## src/rtl/cpu_params_pkg.sv

```systemverilog
`default_nettype none
// ---------------------------------------------------------------------------
// cpu_params_pkg : shared CPU widths and the CSR operation encoding.
// Rev 1.0
// ---------------------------------------------------------------------------
package cpu_params_pkg;

  localparam int RSZ    = 32;
  localparam int CSR_AW = 12;

  typedef enum logic [1:0] {
    CSR_OP_RSVD = 2'b00,
    CSR_OP_RW   = 2'b01,
    CSR_OP_RS   = 2'b10,
    CSR_OP_RC   = 2'b11
  } csr_op_t;

endpackage
`default_nettype wire

```

## src/rtl/csr_access_if.sv

```systemverilog
`default_nettype none
// ---------------------------------------------------------------------------
// csr_access_if : request/response handshake plus CSR bank read/write side.
// Rev 1.0
// ---------------------------------------------------------------------------
interface csr_access_if #(
  parameter int SZ = 32,
  parameter int AW = 12
);
  logic          req_valid;
  logic          req_ready;
  logic [1:0]    req_op;
  logic [AW-1:0] req_addr;
  logic [SZ-1:0] req_wdata;
  logic          req_rs1_zero;
  logic [1:0]    priv_in;

  logic          rsp_valid;
  logic          rsp_ready;
  logic [SZ-1:0] rsp_rdata;
  logic          rsp_illegal;

  logic [AW-1:0] csr_rd_addr;
  logic [SZ-1:0] csr_rd_data;
  logic          csr_legal;
  logic [SZ-1:0] csr_wmask;

  logic          csr_wr_en;
  logic [AW-1:0] csr_wr_addr;
  logic [SZ-1:0] csr_nxt_data;

  modport slave (
    input  req_valid, req_op, req_addr, req_wdata, req_rs1_zero, priv_in,
    input  rsp_ready, csr_rd_data, csr_legal, csr_wmask,
    output req_ready, rsp_valid, rsp_rdata, rsp_illegal,
    output csr_rd_addr, csr_wr_en, csr_wr_addr, csr_nxt_data
  );

  modport master (
    output req_valid, req_op, req_addr, req_wdata, req_rs1_zero, priv_in,
    output rsp_ready, csr_rd_data, csr_legal, csr_wmask,
    input  req_ready, rsp_valid, rsp_rdata, rsp_illegal,
    input  csr_rd_addr, csr_wr_en, csr_wr_addr, csr_nxt_data
  );
endinterface
`default_nettype wire

```

## src/rtl/csr_rmw_alu.sv

```systemverilog
`default_nettype none
// ---------------------------------------------------------------------------
// csr_rmw_alu : read-modify-write value for RW/RS/RC with WARL mask merge.
// Rev 1.0
// ---------------------------------------------------------------------------
module csr_rmw_alu
  import cpu_params_pkg::*;
#(
  parameter int SZ = RSZ
) (
  input  csr_op_t       op,
  input  logic [SZ-1:0] old_val,
  input  logic [SZ-1:0] wdata,
  input  logic [SZ-1:0] wmask,
  output logic [SZ-1:0] nxt_data
);

  logic [SZ-1:0] new_val;

  always_comb begin
    new_val = old_val;
    case (op)
      CSR_OP_RW: new_val = wdata;
      CSR_OP_RS: new_val = old_val | wdata;
      CSR_OP_RC: new_val = old_val & ~wdata;
      default:   new_val = old_val;
    endcase
  end

  // Bits outside the write mask always keep their current contents.
  assign nxt_data = (old_val & ~wmask) | (new_val & wmask);

endmodule
`default_nettype wire

```

## src/rtl/csr_access.sv

```systemverilog
`default_nettype none
// ---------------------------------------------------------------------------
// csr_access : CSR instruction sequencer (read, privilege check, RMW write, respond).
// Rev 1.0
// ---------------------------------------------------------------------------
module csr_access
  import cpu_params_pkg::*;
#(
  parameter int SZ = RSZ,
  parameter int AW = CSR_AW
) (
  input  logic        clk_in,
  input  logic        reset_n_in,
  input  logic        flush_in,
  csr_access_if.slave bus
);

  typedef enum logic [1:0] {
    S_IDLE = 2'd0,
    S_RD   = 2'd1,
    S_WR   = 2'd2,
    S_RSP  = 2'd3
  } state_t;

  state_t        state_q, state_d;
  csr_op_t       op_q, op_d;
  logic [AW-1:0] addr_q, addr_d;
  logic [SZ-1:0] wdata_q, wdata_d;
  logic          rs1_zero_q, rs1_zero_d;
  logic [1:0]    priv_q, priv_d;
  logic [SZ-1:0] old_q, old_d;
  logic [SZ-1:0] wmask_q, wmask_d;
  logic [SZ-1:0] rdata_q, rdata_d;
  logic          illegal_q, illegal_d;

  logic          accept;
  logic          wr_req;
  logic          illegal_rd;
  logic [SZ-1:0] nxt_data;

  assign accept = bus.req_valid & bus.req_ready;
  assign wr_req = (op_q == CSR_OP_RW) ||
                  (((op_q == CSR_OP_RS) || (op_q == CSR_OP_RC)) && !rs1_zero_q);
  // addr[9:8] is the minimum privilege, addr[11:10]==11 marks a read-only CSR.
  assign illegal_rd = !bus.csr_legal || (op_q == CSR_OP_RSVD) ||
                      (addr_q[9:8] > priv_q) ||
                      (wr_req && (addr_q[11:10] == 2'b11));

  always_comb begin
    state_d    = state_q;
    op_d       = op_q;
    addr_d     = addr_q;
    wdata_d    = wdata_q;
    rs1_zero_d = rs1_zero_q;
    priv_d     = priv_q;
    old_d      = old_q;
    wmask_d    = wmask_q;
    rdata_d    = rdata_q;
    illegal_d  = illegal_q;
    case (state_q)
      S_IDLE: begin
        if (accept) begin
          op_d       = csr_op_t'(bus.req_op);
          addr_d     = bus.req_addr;
          wdata_d    = bus.req_wdata;
          rs1_zero_d = bus.req_rs1_zero;
          priv_d     = bus.priv_in;
          state_d    = S_RD;
        end
      end
      S_RD: begin
        old_d     = bus.csr_rd_data;
        wmask_d   = bus.csr_wmask;
        illegal_d = illegal_rd;
        rdata_d   = illegal_rd ? '0 : bus.csr_rd_data;
        if (flush_in)                  state_d = S_IDLE;
        else if (!illegal_rd && wr_req) state_d = S_WR;
        else                           state_d = S_RSP;
      end
      // A flush here still lets the write land; only the response is dropped.
      S_WR:    state_d = flush_in ? S_IDLE : S_RSP;
      S_RSP:   if (flush_in || bus.rsp_ready) state_d = S_IDLE;
      default: state_d = S_IDLE;
    endcase
  end

  always_ff @(posedge clk_in or negedge reset_n_in) begin
    if (!reset_n_in) begin
      state_q    <= S_IDLE;
      op_q       <= CSR_OP_RSVD;
      addr_q     <= '0;
      wdata_q    <= '0;
      rs1_zero_q <= 1'b0;
      priv_q     <= 2'b00;
      old_q      <= '0;
      wmask_q    <= '0;
      rdata_q    <= '0;
      illegal_q  <= 1'b0;
    end else begin
      state_q    <= state_d;
      op_q       <= op_d;
      addr_q     <= addr_d;
      wdata_q    <= wdata_d;
      rs1_zero_q <= rs1_zero_d;
      priv_q     <= priv_d;
      old_q      <= old_d;
      wmask_q    <= wmask_d;
      rdata_q    <= rdata_d;
      illegal_q  <= illegal_d;
    end
  end

  csr_rmw_alu #(.SZ(SZ)) u_rmw_alu (
    .op       (op_q),
    .old_val  (old_q),
    .wdata    (wdata_q),
    .wmask    (wmask_q),
    .nxt_data (nxt_data)
  );

  assign bus.req_ready    = reset_n_in && (state_q == S_IDLE) && !flush_in;
  assign bus.csr_rd_addr  = addr_q;
  assign bus.csr_wr_en    = (state_q == S_WR);
  assign bus.csr_wr_addr  = addr_q;
  assign bus.csr_nxt_data = nxt_data;
  assign bus.rsp_valid    = (state_q == S_RSP);
  assign bus.rsp_rdata    = (state_q == S_RSP) ? rdata_q : '0;
  assign bus.rsp_illegal  = (state_q == S_RSP) && illegal_q;

endmodule
`default_nettype wire

```

## src/flat_wrapper.sv

```systemverilog
// flat-port wrapper written by rule: the top's interface ports become plain ports
module csr_access_flat import cpu_params_pkg::*;
#(
  parameter int SZ = RSZ,
  parameter int AW = CSR_AW
)
  (clk_in, reset_n_in, flush_in, bus_req_valid, bus_req_op, bus_req_addr, bus_req_wdata, bus_req_rs1_zero, bus_priv_in, bus_rsp_ready, bus_csr_rd_data, bus_csr_legal, bus_csr_wmask, bus_req_ready, bus_rsp_valid, bus_rsp_rdata, bus_rsp_illegal, bus_csr_rd_addr, bus_csr_wr_en, bus_csr_wr_addr, bus_csr_nxt_data);
  csr_access_if #(.SZ(SZ), .AW(AW)) bus_i ();
  input  logic clk_in;
  input  logic reset_n_in;
  input  logic flush_in;
  input wire logic [$bits(bus_i.req_valid)-1:0] bus_req_valid;
  input wire logic [$bits(bus_i.req_op)-1:0] bus_req_op;
  input wire logic [$bits(bus_i.req_addr)-1:0] bus_req_addr;
  input wire logic [$bits(bus_i.req_wdata)-1:0] bus_req_wdata;
  input wire logic [$bits(bus_i.req_rs1_zero)-1:0] bus_req_rs1_zero;
  input wire logic [$bits(bus_i.priv_in)-1:0] bus_priv_in;
  input wire logic [$bits(bus_i.rsp_ready)-1:0] bus_rsp_ready;
  input wire logic [$bits(bus_i.csr_rd_data)-1:0] bus_csr_rd_data;
  input wire logic [$bits(bus_i.csr_legal)-1:0] bus_csr_legal;
  input wire logic [$bits(bus_i.csr_wmask)-1:0] bus_csr_wmask;
  output wire logic [$bits(bus_i.req_ready)-1:0] bus_req_ready;
  output wire logic [$bits(bus_i.rsp_valid)-1:0] bus_rsp_valid;
  output wire logic [$bits(bus_i.rsp_rdata)-1:0] bus_rsp_rdata;
  output wire logic [$bits(bus_i.rsp_illegal)-1:0] bus_rsp_illegal;
  output wire logic [$bits(bus_i.csr_rd_addr)-1:0] bus_csr_rd_addr;
  output wire logic [$bits(bus_i.csr_wr_en)-1:0] bus_csr_wr_en;
  output wire logic [$bits(bus_i.csr_wr_addr)-1:0] bus_csr_wr_addr;
  output wire logic [$bits(bus_i.csr_nxt_data)-1:0] bus_csr_nxt_data;
  assign bus_i.req_valid = bus_req_valid;
  assign bus_i.req_op = bus_req_op;
  assign bus_i.req_addr = bus_req_addr;
  assign bus_i.req_wdata = bus_req_wdata;
  assign bus_i.req_rs1_zero = bus_req_rs1_zero;
  assign bus_i.priv_in = bus_priv_in;
  assign bus_i.rsp_ready = bus_rsp_ready;
  assign bus_i.csr_rd_data = bus_csr_rd_data;
  assign bus_i.csr_legal = bus_csr_legal;
  assign bus_i.csr_wmask = bus_csr_wmask;
  assign bus_req_ready = bus_i.req_ready;
  assign bus_rsp_valid = bus_i.rsp_valid;
  assign bus_rsp_rdata = bus_i.rsp_rdata;
  assign bus_rsp_illegal = bus_i.rsp_illegal;
  assign bus_csr_rd_addr = bus_i.csr_rd_addr;
  assign bus_csr_wr_en = bus_i.csr_wr_en;
  assign bus_csr_wr_addr = bus_i.csr_wr_addr;
  assign bus_csr_nxt_data = bus_i.csr_nxt_data;
  csr_access #(.SZ(SZ), .AW(AW)) u_core (.clk_in(clk_in), .reset_n_in(reset_n_in), .flush_in(flush_in), .bus(bus_i));
endmodule
```

## config.mk

```make
export PLATFORM = sky130hd
export DESIGN_NAME = csr_access_flat
export DESIGN_NICKNAME = d
export VERILOG_FILES = /design/src/rtl/cpu_params_pkg.sv /design/src/rtl/csr_access_if.sv /design/src/rtl/csr_rmw_alu.sv /design/src/rtl/csr_access.sv /design/src/flat_wrapper.sv
export SDC_FILE = /design/constraint.sdc
export NUM_CORES = 1
export LEC_CHECK = 0
export CORE_ASPECT_RATIO = 1.4
export CORE_MARGIN = 1.5
export CORE_UTILIZATION = 51
export DETAILED_ROUTE_END_ITERATION = 6
export HOLD_SLACK_MARGIN = 0.1
export PLACE_DENSITY = 0.88
export RECOVER_POWER = 100
export SETUP_SLACK_MARGIN = 0.2
export SKIP_CTS_REPAIR_TIMING = 1
export SLEW_MARGIN = 10
export SYNTH_ARGS = -nofsm -noshare
export SYNTH_HDL_FRONTEND = slang
export SYNTH_SLANG_ARGS = --single-unit
```

## constraint.sdc

```tcl
create_clock -name clk_in -period 4.5 [get_ports clk_in]
set_input_delay 0.9 -clock clk_in [delete_from_list [all_inputs] [get_ports clk_in]]
set_output_delay 0.9 -clock clk_in [all_outputs]
set_load 0.03 [all_outputs]
```

==> run metrics <==
shortest period the worst path allows=3860 ps; final std cells w/o fill=1015; clock buffer depth=2; Setup crit end kind=output pin; Fillers=924; Seq/Total Area, Yosys=0.548; Power Dens Cells=717 nW/um^2; initial antenna violation count=2; dpl hpwl=11.5 mm; GRT Residual Overflow=0; final cycle utilization of the critical path=0.857; worst-margin pin slew=1950 ps; top_reg_cell synth=dfrtp_1; fin util=0.722; clock-pin slew on the worst setup and hold paths=60 ps; Sink Count=148; Yosys warnings=0; synthesized instance count=670; Initial Utilization=0.525; Leak=0.00436 uW; Core Rows=49; initial drt markers=257; Die Wd=100 um; Rel. slew slack=-0.302; skew final=9.12 ps; Worst Hold Class=input port to async pin; failing checks=capacitance limit, slew limit; Cell Count Post-Placement=982; Die Y=139 um; RSZ-0062 raised after global routing=no; Via-to-Cell Ratio=5.54; MaxCap Viol Count=2; WP data arrival=2960 ps; CTS tree=done; Root Driver=clkbuf_16; max-slew violations=178; EDFF count, synth=0; pre-CTS setup slack=1130 ps; Die ar.=14000 um^2; Layout area overhead=37.7%; Core ar.=12900 um^2; Setup TNS=0 ps; Total Routing Usage GR=0.273; DRT Wirelength=18.3 mm; largest net degree at the start of global routing=97; kind of launch point of the worst setup path=register; asr flop ratio synth=1.00; synthesized cell area=6750 um^2; via count=5627; Avg WL per Cell=18.0 um; Worst VDD drop=0.426 mV; synthesized area per cell=10.1 um^2; Setup CP Type=register to output pin; worst-skew pair later-pin latency=420 ps; first-pass GRT wire length=29.1 mm; Fin. Hold Viols=0; final setup vio count=0; post-route antenna net violation count=0; Top Ports=211; port bufs=210; Max H-tree Level=4; CP max FO=35; fin nets=969; run status=complete, but fails checks; vias in the first global route=5755; DRC viols=0; Peak Freq=259 MHz; Critical Path RT=3600 ps; Final WS setup=644 ps; CTS Buf Count=17; FF+latch count, synth=148; share of cells above drive strength 1=0.101; gpl congestion=0.810; Synth cell types=30; DRT Pass-1 Iters=5; Syn Nets=791
-- through the flow --
| step | power (uW) | instance area [um^2] | hold WS [ps] |
|---|---|---|---|
| 4_1_cts | 6890 | 9370 | 335 |
| 6_report | 6660 | 9300 | 344 |
| 2_1_floorplan | 4330 | 6750 | 443 |
| 5_1_grt | 7050 | 9300 | 345 |
| 3_5_place_dp | 5390 | 8770 | 459 |
| 3_3_place_gp | 5280 | 8770 | 453 |
-- power by group --
group / total [uW] / switching (uW) / internal, uW / leakage (uW)
logic: 2820 / 1670 / 1150 / 0.00224
clock network: 1460 / 575 / 882 / 0.000282
registers: 2390 / 461 / 1930 / 0.00184
total: 6660 / 2710 / 3960 / 0.00436
-- cell usage in the layout (no fill, tap or decap), types with 2 or more instances in the layout --
master	count
a31oi_1	64
and3_1	33
buf_4	5
bufinv_16	3
clkbuf_1	2
clkbuf_16	17
clkbuf_2	3
clkdlybuf4s50_1	117
clkinvlp_4	4
dfrtp_1	147
dlygate4sd3_1	92
ha_1	2
inv_1	2
inv_6	5
mux2_1	6
mux2_2	42
nand2_1	231
nor2b_1	2
o21ai_0	35
xnor2_1	32
-- flip-flops by register name, summed over array words and instances (netlist names) --
name                    count
u_core.rdata_q             32
u_core.wmask_q             32
u_core.bus.csr_rd_addr     12
u_core.illegal_q            1
u_core.rs1_zero_q           1
u_core.state_q              2
u_core.priv_q               2
u_core.op_q                 2
u_core.wdata_q             32
u_core.old_q               32
-- worst max-delay path, stage by stage, from the launching register on --
cell and delay [ps]:
dfrtp_2 350, clkbuf_2 950, xnor2_1 220, a31oi_1 250
dlygate4sd3_1 760
-- cells in the mapped netlist, types with 3 or more instances --
master    number  area share
nand2_1      231        0.13
dfrtp_1      148        0.55
a31oi_1       64       0.059
mux2_2        42       0.070
and3_1        33       0.031
xnor2_1       32       0.041
o21ai_1       19       0.014
buf_2         18       0.013
clkbuf_1      18       0.010
buf_4         15       0.017
o21ai_2       11       0.014
buf_6          8       0.013
mux2_4         6       0.013
o21ai_0        5      0.0037
nor2b_1        3      0.0028
-- layout make-up --
class                   count  area (um^2)  share of cell area
repair buffers            218         2160               0.232
flip-flops and latches    148         3700               0.398
diodes                      1         2.50            0.000269
multi-input cells         461         2630               0.283
clock buffers              19          433              0.0466
clock inverters            13          173              0.0186
well taps                 153          191              0.0206
inverters                   2         7.51            0.000807
-- worst paths after layout --
| check | start | endpoint | slack (ps) | cells past startpoint |
|---|---|---|---|---|
| hold reg to reg | u_core.rdata_q[19] | u_core.rdata_q[19] | 470 | 2 |
| hold / removal | reset_n_in | u_core.bus.csr_rd_addr[0] | 340 | 1 |
| setup reg to reg | u_core.state_q[1] | u_core.rdata_q[8] | 1250 | 3 |
| setup / recovery | u_core.op_q[1] | bus_csr_nxt_data[15] | 640 | 4 |
| min in group clk_in | u_core.rdata_q[19] | u_core.rdata_q[19] | 470 | 2 |
| max in group asynchronous | reset_n_in | u_core.wmask_q[10] | 1440 | 3 |
-- cell families (layout without fill, tap and decap cells) --
group,count (synthesis),count (layout),synth area share
flops,148,148,0.548
simple gates,274,274,0.170
xor+xnor,32,32,0.0415
fa+ha+maj,2,2,0.00370
other cells,0,1,0
mux,48,48,0.0834
compound gates,105,105,0.0982
buf+inv,61,252,0.0545
-- layer usage --
metal  up-vias  share of wire  global-route usage
met5         -        0.00066                   0
met4         2          0.050               0.170
met3        58          0.051              0.0645
met2       214           0.51               0.449
met1      2740           0.39               0.318
li1       2613              -                   -
(Power assumes the default switching activity.)
